--- config.mk ---
export PLATFORM = sky130hd
export DESIGN_NAME = config_frame_writer_flat
export DESIGN_NICKNAME = d
export VERILOG_FILES = /design/src/rtl/config_frame_writer_if.sv /design/src/rtl/config_frame_writer.sv /design/src/flat_wrapper.sv
export SDC_FILE = /design/constraint.sdc
export NUM_CORES = 1
export LEC_CHECK = 0
export ABC_AREA = 1
export ABC_CLOCK_PERIOD_IN_PS = 19720
export BUFFER_PORTS_ARGS = -buffer_cell sky130_fd_sc_hd__buf_2
export CAP_MARGIN = 20
export CELL_PAD_IN_SITES_DETAIL_PLACEMENT = 2
export CELL_PAD_IN_SITES_GLOBAL_PLACEMENT = 2
export CORE_MARGIN = 1
export CORE_UTILIZATION = 34
export DETAILED_ROUTE_END_ITERATION = 10
export PLACE_DENSITY_LB_ADDON = 0.1
export SLEW_MARGIN = 20
export SYNTH_ARGS = -nofsm -noshare
export SYNTH_HDL_FRONTEND = slang
export SYNTH_SLANG_ARGS = --single-unit
export TNS_END_PERCENT = 50
--- constraint.sdc ---
create_clock -name CLK -period 19.72 [get_ports CLK]
set_clock_uncertainty 0.05 [all_clocks]
set_input_delay 3.944 -clock CLK [delete_from_list [all_inputs] [get_ports CLK]]
set_output_delay 3.944 -clock CLK [all_outputs]
set_load 0.05 [all_outputs]
--- src/rtl/config_frame_writer_if.sv ---
// Word-stream input and frame-latch output bundle of the configuration frame writer.
// The writer uses the slave modport; the bitstream/latch side uses master.
interface config_frame_writer_if #(
    parameter int WORDS_PER_FRAME = 4,
    parameter int NUM_COLUMNS     = 16,
    parameter int MAX_FRAMES      = 20
);
    logic [31:0]                    in_data;
    logic                           in_valid;
    logic                           in_ready;
    logic [32*WORDS_PER_FRAME-1:0]  FrameData;
    logic [NUM_COLUMNS-1:0]         ColumnSelect;
    logic [MAX_FRAMES-1:0]          FrameStrobe;
    logic                           busy;
    logic                           frame_done;
    logic                           err;

    modport slave (
        input  in_data, in_valid,
        output in_ready, FrameData, ColumnSelect, FrameStrobe, busy, frame_done, err
    );

    modport master (
        output in_data, in_valid,
        input  in_ready, FrameData, ColumnSelect, FrameStrobe, busy, frame_done, err
    );
endinterface

--- src/rtl/config_frame_writer.sv ---
// Assembles a header + data-word frame and strobes the addressed config latches
// with setup/hold margins so FrameData is never changing while a latch is open.
module config_frame_writer #(
    parameter int WORDS_PER_FRAME = 4,
    parameter int NUM_COLUMNS     = 16,
    parameter int MAX_FRAMES      = 20,
    parameter int SETUP_CYCLES    = 1,
    parameter int STROBE_CYCLES   = 2
) (
    input  logic                  CLK,
    input  logic                  RESET,
    config_frame_writer_if.slave  bus
);
    localparam int FW = 32 * WORDS_PER_FRAME;
    localparam int CW = 16;

    typedef enum logic [2:0] {S_HEADER, S_DATA, S_SETUP, S_STROBE, S_HOLD} state_t;

    state_t                 r_state, w_next;
    logic [CW-1:0]          r_cnt;
    logic [7:0]             r_col, r_frm;
    logic                   r_drop;
    logic [FW-1:0]          r_frame_data;
    logic [NUM_COLUMNS-1:0] r_col_sel;
    logic [MAX_FRAMES-1:0]  r_frm_stb;
    logic                   r_done, r_err;

    logic                   w_ready, w_accept, w_hdr_ok, w_last_word;
    logic [7:0]             w_col, w_frm;
    logic [FW+31:0]         w_cat;

    assign w_col       = bus.in_data[31:24];
    assign w_frm       = bus.in_data[23:16];
    assign w_hdr_ok    = (32'(w_col) < 32'(NUM_COLUMNS)) && (32'(w_frm) < 32'(MAX_FRAMES));
    assign w_ready     = (r_state == S_HEADER) || (r_state == S_DATA);
    assign w_accept    = w_ready && bus.in_valid;
    assign w_last_word = (r_cnt == CW'(WORDS_PER_FRAME - 1));
    assign w_cat       = {r_frame_data, bus.in_data};

    assign bus.in_ready     = w_ready;
    assign bus.busy         = (r_state != S_HEADER);
    assign bus.FrameData    = r_frame_data;
    assign bus.ColumnSelect = r_col_sel;
    assign bus.FrameStrobe  = r_frm_stb;
    assign bus.frame_done   = r_done;
    assign bus.err          = r_err;

    always_ff @(posedge CLK or posedge RESET) begin
        if (RESET) r_state <= S_HEADER;
        else       r_state <= w_next;
    end

    // SETUP lasts SETUP_CYCLES+1 cycles: its first cycle is the one in which the
    // last data word lands on FrameData, so the margin counts only stable cycles.
    always_comb begin
        w_next = r_state;
        case (r_state)
            S_HEADER: if (w_accept) w_next = S_DATA;
            S_DATA:   if (w_accept && w_last_word) w_next = S_SETUP;
            S_SETUP:  if (r_cnt == CW'(SETUP_CYCLES)) w_next = r_drop ? S_HOLD : S_STROBE;
            S_STROBE: if (r_cnt == CW'(STROBE_CYCLES - 1)) w_next = S_HOLD;
            S_HOLD:   w_next = S_HEADER;
            default:  w_next = S_HEADER;
        endcase
    end

    always_ff @(posedge CLK or posedge RESET) begin
        if (RESET) begin
            r_cnt        <= '0;
            r_col        <= '0;
            r_frm        <= '0;
            r_drop       <= 1'b0;
            r_frame_data <= '0;
            r_col_sel    <= '0;
            r_frm_stb    <= '0;
            r_done       <= 1'b0;
            r_err        <= 1'b0;
        end else begin
            if (w_next != r_state)
                r_cnt <= '0;
            else if ((r_state == S_DATA && w_accept) || r_state == S_SETUP || r_state == S_STROBE)
                r_cnt <= r_cnt + CW'(1);

            if (r_state == S_HEADER && w_accept) begin
                r_col  <= w_col;
                r_frm  <= w_frm;
                r_drop <= !w_hdr_ok;
                r_err  <= r_err | !w_hdr_ok;
            end

            if (r_state == S_DATA && w_accept)
                r_frame_data <= w_cat[FW-1:0];

            // Strobes are registered from the next state so they are high exactly while in STROBE.
            r_col_sel <= (w_next == S_STROBE) ? (NUM_COLUMNS'(1) << r_col) : '0;
            r_frm_stb <= (w_next == S_STROBE) ? (MAX_FRAMES'(1) << r_frm) : '0;
            r_done    <= (r_state == S_HOLD);
        end
    end
endmodule

--- src/flat_wrapper.sv ---
// flat-port wrapper written by rule: the top's interface ports become plain ports
module config_frame_writer_flat 
#(
    parameter int WORDS_PER_FRAME = 4,
    parameter int NUM_COLUMNS     = 16,
    parameter int MAX_FRAMES      = 20,
    parameter int SETUP_CYCLES    = 1,
    parameter int STROBE_CYCLES   = 2
)
  (CLK, RESET, bus_in_data, bus_in_valid, bus_in_ready, bus_FrameData, bus_ColumnSelect, bus_FrameStrobe, bus_busy, bus_frame_done, bus_err);
  config_frame_writer_if #(.WORDS_PER_FRAME(WORDS_PER_FRAME), .NUM_COLUMNS(NUM_COLUMNS), .MAX_FRAMES(MAX_FRAMES)) bus_i ();
  input  logic CLK;
  input  logic RESET;
  input wire logic [$bits(bus_i.in_data)-1:0] bus_in_data;
  input wire logic [$bits(bus_i.in_valid)-1:0] bus_in_valid;
  output wire logic [$bits(bus_i.in_ready)-1:0] bus_in_ready;
  output wire logic [$bits(bus_i.FrameData)-1:0] bus_FrameData;
  output wire logic [$bits(bus_i.ColumnSelect)-1:0] bus_ColumnSelect;
  output wire logic [$bits(bus_i.FrameStrobe)-1:0] bus_FrameStrobe;
  output wire logic [$bits(bus_i.busy)-1:0] bus_busy;
  output wire logic [$bits(bus_i.frame_done)-1:0] bus_frame_done;
  output wire logic [$bits(bus_i.err)-1:0] bus_err;
  assign bus_i.in_data = bus_in_data;
  assign bus_i.in_valid = bus_in_valid;
  assign bus_in_ready = bus_i.in_ready;
  assign bus_FrameData = bus_i.FrameData;
  assign bus_ColumnSelect = bus_i.ColumnSelect;
  assign bus_FrameStrobe = bus_i.FrameStrobe;
  assign bus_busy = bus_i.busy;
  assign bus_frame_done = bus_i.frame_done;
  assign bus_err = bus_i.err;
  config_frame_writer #(.WORDS_PER_FRAME(WORDS_PER_FRAME), .NUM_COLUMNS(NUM_COLUMNS), .MAX_FRAMES(MAX_FRAMES), .SETUP_CYCLES(SETUP_CYCLES), .STROBE_CYCLES(STROBE_CYCLES)) u_core (.CLK(CLK), .RESET(RESET), .bus(bus_i));
endmodule
==> metrics.md, run 1 <==
| Metric | Value |
|---|---|
| Status | `finished, final reports clean` |
| Root buffer cell | `clkbuf_16` |
| Synth unique cells | `29` |
| Routed length per instance | `17.26 µm` |
| # resized after CTS | `0` |
| Crit. End Element | `flop` |
| Post-CTS Setup Inserts | `0` |
| Crit share post-route | `0.3070` |
| 1st-iter DRT viols | `between 200 and 250` |
| All-layer global routing usage | `0.1980` |
| Via Count | `6,402` |
| Hold Fails Final Rpt | `0` |
| Critical Path Max Stage Delay | `between 0.7 and 0.8 ns` |
| Cts bufs inserted | `24` |
| Die Span X | `154.6 µm` |
| Antenna violations before repair | `2` |
| Layout overhead on the synthesized area | `24.74%` |
| Die Ht | `approximately 150 µm` |
| Worst path bufs/invs | `4` |
| Core area | `22,710 µm²` |
| Yosys warnings | `0` |
| Final worst path period need | `6.054 ns` |
| Post-synth top area share | `0.6381` |
| Area contributors post-synth | `dfrtp_1 64%, nand2_1 14%, o21ai_0 6.0%` |
| Arrival time worst endpoint | `6.40 ns` |
| Worst path cell trace | `buf_2 -> inv_1 -> nor2_8 -> inv_4 -> buf_4 -> nand2_4 -> nand2_1 -> nor2_2 -> nand2_1 -> xor2_1 -> nor2_2` |
| Yosys reg bits | `around 200` |
| DIE AREA | `23,910 µm²` |
| Drt first pass iters | `4` |
| Antenna viol nets, final | `0` |
| Crit-path max FO | `87` |
| Max-Slew Margin vs Limit | `0.3406` |
| F_max | `165.2 MHz` |
| Post-Syn Area | `7921 µm²` |
| Std cell rows | `55` |
| WHS | `around 0.41 ns` |
| Starting Density | `0.3488` |
| Post-Syn Nets | `around 880` |
| Setup TNS | `0 ns` |
| Grt total ovfl | `0` |
| Layout cells sized above 1 | `0.2538` |
| IO Pins | `203` |
| Largest net degree at the start of global routing | `around 130` |
| RD Place Congestion | `about 0.73` |
| Port Buffers | `202` |
| Crit-path slowest cell | `buf_4` |
| Number of global-route vias before repair | `6,891` |
| DRC | `0` |
| Hold crit path type | `flop to flop` |
| Vias per cell | `between 4 and 5` |
| Clock tree sinks | `202` |
| Most frequent cells in the layout | `294 x nand2_1, 202 x buf_2, 202 x dfrtp_1` |
| Power per Cell Area | `~190 nW/µm²` |
| Finished Cell Area | `9881 µm²` |
| CP Data Required Time | `20.06 ns` |
| Detail Placement HPWL | `16,000 µm` |
| Final Util | `0.4351` |
| Synth Instances | `847` |
| Worst-Skew Late Latency | `0.51 ns` |
| Maximum vdd drop | `just over 0.06 mV` |
| Measured slew at the worst slew-check pin | `0.9890 ns` |
| Setup violators final | `0` |
| Hold_buf cts | `0` |
| Most common cell after layout, fill and taps aside | `nand2_1` |
| Avg Cell Area, Syn | `9.352 µm²` |
| H-tree levels | `1` |
| Max-slew violations | `0` |
| Placed inst area | `approximately 9000 µm²` |
| Post-synthesis sequential area ratio | `0.6381` |
| Cell family with most CP delay | `buffers and inverters` |
| Global-route wire length before repair | `37,880 µm` |
| CTS tree | `done` |
| Crit path launch type | `input pin` |
| Worst-path clk slew | `0.06 ns` |
| RSZ-0062 raised after global routing | `false` |
| Post-Route WL | `23,230 µm` |
| Layout Nets | `1,083` |
| Clock tree buffer depth | `3` |
| Max-cap violations | `0` |
| Area leader, netlist | `dfrtp_1` |
| WS Path Type | `input pin to flop` |
| Leak | `5.267 nW` |
## tightest hold or removal path: stages, from the launching register on
cell     delay, ns
dfrtp_1       0.34
nand2_1       0.05
nand2_1       0.04
## cell usage after synthesis
| library cell | n |
|---|---|
| nor3_1 | 7 |
| nand2_2 | 4 |
| dfrtp_1 | 202 |
| nor2_2 | 15 |
| clkbuf_1 | 14 |
| nand4_1 | 18 |
| a21oi_2 | 1 |
| inv_1 | 74 |
| nand3_4 | 1 |
| nand2_1 | 294 |
| xnor2_1 | 5 |
| nand2_4 | 2 |
| o21ai_0 | 95 |
| buf_6 | 1 |
| nor3_2 | 1 |
| nand3_1 | 13 |
| o31ai_1 | 1 |
| nand3_2 | 2 |
| a21o_1 | 1 |
| nor2_4 | 3 |
| nor2_8 | 1 |
| nor2_1 | 60 |
| xor2_1 | 6 |
| inv_2 | 5 |
| buf_12 | 1 |
| buf_2 | 9 |
| ha_1 | 2 |
| a21oi_1 | 2 |
| buf_1 | 7 |
## power by group
part           internal (mW)  switching, mW  leakage [nW]
registers              0.549         0.0958          2.62
logic                  0.167          0.699          2.30
clock network          0.243          0.164         0.344
## metrics by stage
stage / setup WS, ns / power [mW] / cells
floorplan: 10.22 / 1.295 / 847
global placement: 13.15 / 1.506 / 1305
detailed placement: 13.11 / 1.529 / 1305
CTS: 13.64 / 1.954 / 1345
global route: 13.40 / 2.033 / 1346
finish: 13.67 / 1.917 / 1346
## state kept, by name, summed over array words and instances (netlist names)
name                     count
u_core.r_drop                1
u_core.bus.frame_done        1
u_core.bus.err               1
u_core.bus.FrameStrobe      20
u_core.r_state               3
u_core.bus.ColumnSelect     16
u_core.r_cnt                16
u_core.r_col                 8
u_core.bus.FrameData       128
u_core.r_frm                 8
## layout make-up
| type | instances | area [µm²] |
|---|---|---|
| fill | 2573 | 12830 |
| tap | 285 | 356.6 |
| antenna | 1 | 2.502 |
| inverter | 79 | 306.5 |
| sequential | 202 | 5055 |
| multi-input combinational | 534 | 2415 |
| timing repair buffer | 205 | 1033 |
| clock buffer | 40 | 711.9 |
## cell families (layout without fill, tap and decap cells)
group                    Yosys count  after routing  share of synthesized area
AO/OA/AOI/OAI                    100            100                    0.06429
XOR/XNOR                          11             11                    0.01216
adder cells (fa/ha/maj)            2              2                   0.003159
buffers and inverters            111            324                    0.05702
flip-flops                       202            202                     0.6381
other                              0              1                          0
AND/OR/NAND/NOR                  421            421                     0.2252
## final timing paths
| kind | from | endpoint | slack [ns] | cells past startpoint |
|---|---|---|---|---|
| min in group asynchronous | RESET | u_core.bus.FrameData[113] | 3.56 | 2 |
| worst max-delay path | bus_in_valid | u_core.r_cnt[6] | 13.67 | 11 |
| worst max register to register | u_core.r_state[1] | u_core.r_cnt[6] | 16.67 | 11 |
| max in group asynchronous | RESET | u_core.bus.ColumnSelect[6] | 14.41 | 3 |
| worst min register to register | u_core.bus.FrameData[108] | u_core.bus.FrameData[108] | 0.41 | 2 |
| worst min-delay path | u_core.bus.FrameData[108] | u_core.bus.FrameData[108] | 0.41 | 2 |
## per-layer routing
layer / track usage / part of all wire
met1: 0.2576 / 0.43
met2: 0.3454 / 0.50
met3: 0.03951 / 0.048
met4: 0.03253 / 0.014
met5: 0 / 0.00056
Power figures use the tool's default switching activity.
==> run 2: changes to the inputs <==
Settings changed: ABC_CLOCK_PERIOD_IN_PS 19720 to 5000, CORE_UTILIZATION 34 to 28.
Clock period 19.72 ns to 5 ns, I/O delays scaled along.
==> run 2 against run 1 <==
Clock-buffer cell count fell by 4. Via count barely moved. Worst setup slack got worse by 11 ns. Worst hold slack improved by 0.0040 ns. Routed wire length rose by 1.9%. Register-to-register slack got worse by 14 ns. Global-route usage fell by 3.0 points. Critical path depth did not move. Design area rose by 2.2%. Utilization fell by 7.2 points. Power rose to 4.0 times the previous value. Largest power group unchanged. Highest routed layer unchanged.
==> metrics.md, run 2 (synthesis results as in run 1) <==
| Metric | Value |
|---|---|
| Status | `finished, final reports clean` |
| Leak | `5.318 nW (+0.97%)` |
| Crit path launch type | `input pin` |
| Max-cap violations | `0 (unchanged)` |
| Reg2reg setup slack | `2.31 ns (-14.36 ns)` |
| # resized after CTS | `0 (unchanged)` |
| Maximum vdd drop | `0.2772 mV (+340%)` |
| Clock tree sinks | `202 (unchanged)` |
| CTS tree | `done` |
| Cts bufs inserted | `25 (+4.2%)` |
| Detail Placement HPWL | `16,660 µm (+4.1%)` |
| Core area | `27,780 µm² (+22%)` |
| Via Count | `6,405 (+0.047%)` |
| Global-route wire length before repair | `38,380 µm (+1.3%)` |
| Sw frac | `0.4942 (-0.005710)` |
| Layout overhead on the synthesized area | `27.42%` |
| Worst Setup Slack, final | `2.297 ns (-11.37 ns)` |
| Number of global-route vias before repair | `6,820 (-1.0%)` |
| Vias per cell | `4.442 (-6.6%)` |
| Final worst path period need | `2.703 ns` |
| Crit-path max FO | `82 (-5.7%)` |
| Die Ht | `170.2 µm (+10%)` |
| Power per Cell Area | `763.4 nW/µm² (+290%)` |
| Starting Density | `0.2851 (-0.06369)` |
| WS Path Type | `input pin to flop` |
| Layout cells sized above 1 | `0.2606 (+0.006810)` |
| Worst setup path startpoint | `bus_in_valid` |
| Setup TNS | `0 ns (unchanged)` |
| Post-Route WL | `23,680 µm (+1.9%)` |
| F_max | `370.0 MHz` |
| Crit share post-route | `0.5406` |
| Root buffer cell | `clkbuf_16` |
| Std cell rows | `61 (+11%)` |
| Crit. End Element | `flop` |
| Max-slew violations | `0 (unchanged)` |
| Pint | `3.897 mW (+310%)` |
| Hold Fails Final Rpt | `0 (unchanged)` |
| Routed length per instance | `16.42 µm (-4.8%)` |
| Hold crit path type | `flop to flop` |
| Most common cell after layout, fill and taps aside | `nand2_1` |
| FF-to-FF End | `u_core.r_cnt[13]` |
| Worst setup path end | `u_core.r_cnt[13]` |
| Dpl cells | `1,401 (+7.4%)` |
| Max reg flops | `128 (unchanged)` |
| Drt first pass iters | `4 (unchanged)` |
| WHS | `0.4174 ns (+0.003976 ns)` |
| Psw | `3.808 mW (+300%)` |
| CP Data Required Time | `5.39 ns (-14.67 ns)` |
| Arrival time worst endpoint | `3.09 ns (-3.31 ns)` |
| All-layer global routing usage | `0.1679 (-0.03009)` |
| DIE AREA | `28,970 µm² (+21%)` |
| Layout Nets | `1,087 (+0.37%)` |
| RSZ-0062 raised after global routing | `false` |
| IO Pins | `203 (unchanged)` |
| Worst-path clk slew | `0.06 ns (about the same)` |
| Reg2reg start | `u_core.r_state[1]` |
| Most frequent cells in the layout | `294 x nand2_1, 202 x buf_2, 202 x dfrtp_1` |
| Grt total ovfl | `0 (unchanged)` |
| Clock tree buffer depth | `3 (unchanged)` |
| Measured slew at the worst slew-check pin | `0.7820 ns (-0.2070 ns)` |
| RD Place Congestion | `0.7667 (+5.7%)` |
| Clock network power share | `0.226 (+0.014)` |
| Filler Cells Inserted | `3,144 (+22%)` |
| Max-Slew Margin vs Limit | `0.4786 (+0.1380)` |
| H-tree levels | `1 (unchanged)` |
| Worst-Skew Late Latency | `0.51 ns (about the same)` |
| Post-CTS Setup Inserts | `0 (unchanged)` |
| Worst r2r path cells | `11 (unchanged)` |
| Comb power frac | `0.443 (-0.009)` |
| Hold_buf cts | `0 (unchanged)` |
| Sequential power share | `0.332 (-0.004)` |
| Die Span X | `170.2 µm (+10%)` |
| Post-Place Setup Slack | `1.701 ns (-11.41 ns)` |
| Antenna violations before repair | `2 (unchanged)` |
| Port Buffers | `202 (unchanged)` |
| Setup violators final | `0 (unchanged)` |
| 1st-iter DRT viols | `331 (+43%)` |
| DRC | `0 (unchanged)` |
| Final std cells w/o fill | `1,442 (+7.1%)` |
| Antenna viol nets, final | `0 (unchanged)` |
| Largest net degree at the start of global routing | `111 (-16%)` |
-- run 2: cell types whose count changed in the layout (fill, tap and decap cells not counted), sizes merged --
| cell | delta |
|---|---|
| clkinv | +2 |
| clkinvlp | +1 |
| inv | -1 |
| clkbuf | -4 |
| buf | +3 |
| bufinv | +2 |
-- run 2: per-layer routing --
| layer | track usage | vias up | part of all wire |
|---|---|---|---|
| met3 | 0.04186 | 24 | 0.063 |
| met2 | 0.2723 | 153 | 0.47 |
| met1 | 0.2266 | 3183 | 0.45 |
| met5 | 0 | - | 0.00046 |
| met4 | 0.03369 | 2 | 0.013 |
| li1 | - | 3043 | - |
-- run 2: final cells by class --
cell class	instances	area, µm²	area share
Clock inverter	4	70.07	0.006942
Sequential cell	202	5055	0.5008
Antenna cell	1	2.502	0.0002479
Timing Repair Buffer	208	1069	0.1059
Inverter	79	302.8	0.03000
Multi-Input combinational cell	534	2415	0.2392
Tap cell	378	473.0	0.04686
Clock buffer	36	706.9	0.07004
-- run 2: worst min-delay path by stage --
stage                                          from                   endpoint  slack (ns)  cells past startpoint
after floorplan                     u_core.r_frm[7]            u_core.r_frm[7]        0.40                      2
after global placement               u_core.bus.err             u_core.bus.err        0.40                      2
after detailed placement  u_core.bus.FrameData[123]  u_core.bus.FrameData[123]        0.41                      2
after CTS                 u_core.bus.FrameData[123]  u_core.bus.FrameData[123]        0.42                      2
after global routing      u_core.bus.FrameData[123]  u_core.bus.FrameData[123]        0.44                      2
final                     u_core.bus.FrameData[126]  u_core.bus.FrameData[126]        0.42                      2
-- run 2: stage by stage --
step	utilization	total power, mW	instance area (µm²)
after floorplan	-	5.106	7925
after global placement	0.3353	5.994	9314
after detailed placement	0.3353	6.063	9314
after CTS	0.3632	7.857	10090
after global routing	0.3632	8.204	10090
final	0.3633	7.705	10090
-- run 2: power groups by stage --
stage / logic [mW] / registers, mW / clock network, mW
floorplan: 1.07 / 4.03 / 0
global placement: 3.41 / 2.58 / 0
detailed placement: 3.47 / 2.59 / 0
CTS: 3.48 / 2.57 / 1.81
global route: 3.70 / 2.63 / 1.87
finish: 3.41 / 2.56 / 1.74
-- run 2: critical path: stages --
cell     delay (ns)
buf_2          0.09
inv_1          0.10
nor2_8         0.53
inv_4          0.46
nand2_4        0.27
nand3_1        0.17
nor2_1         0.17
nand2_1        0.07
nand2_1        0.06
nand2_1        0.05
nor2_1         0.09
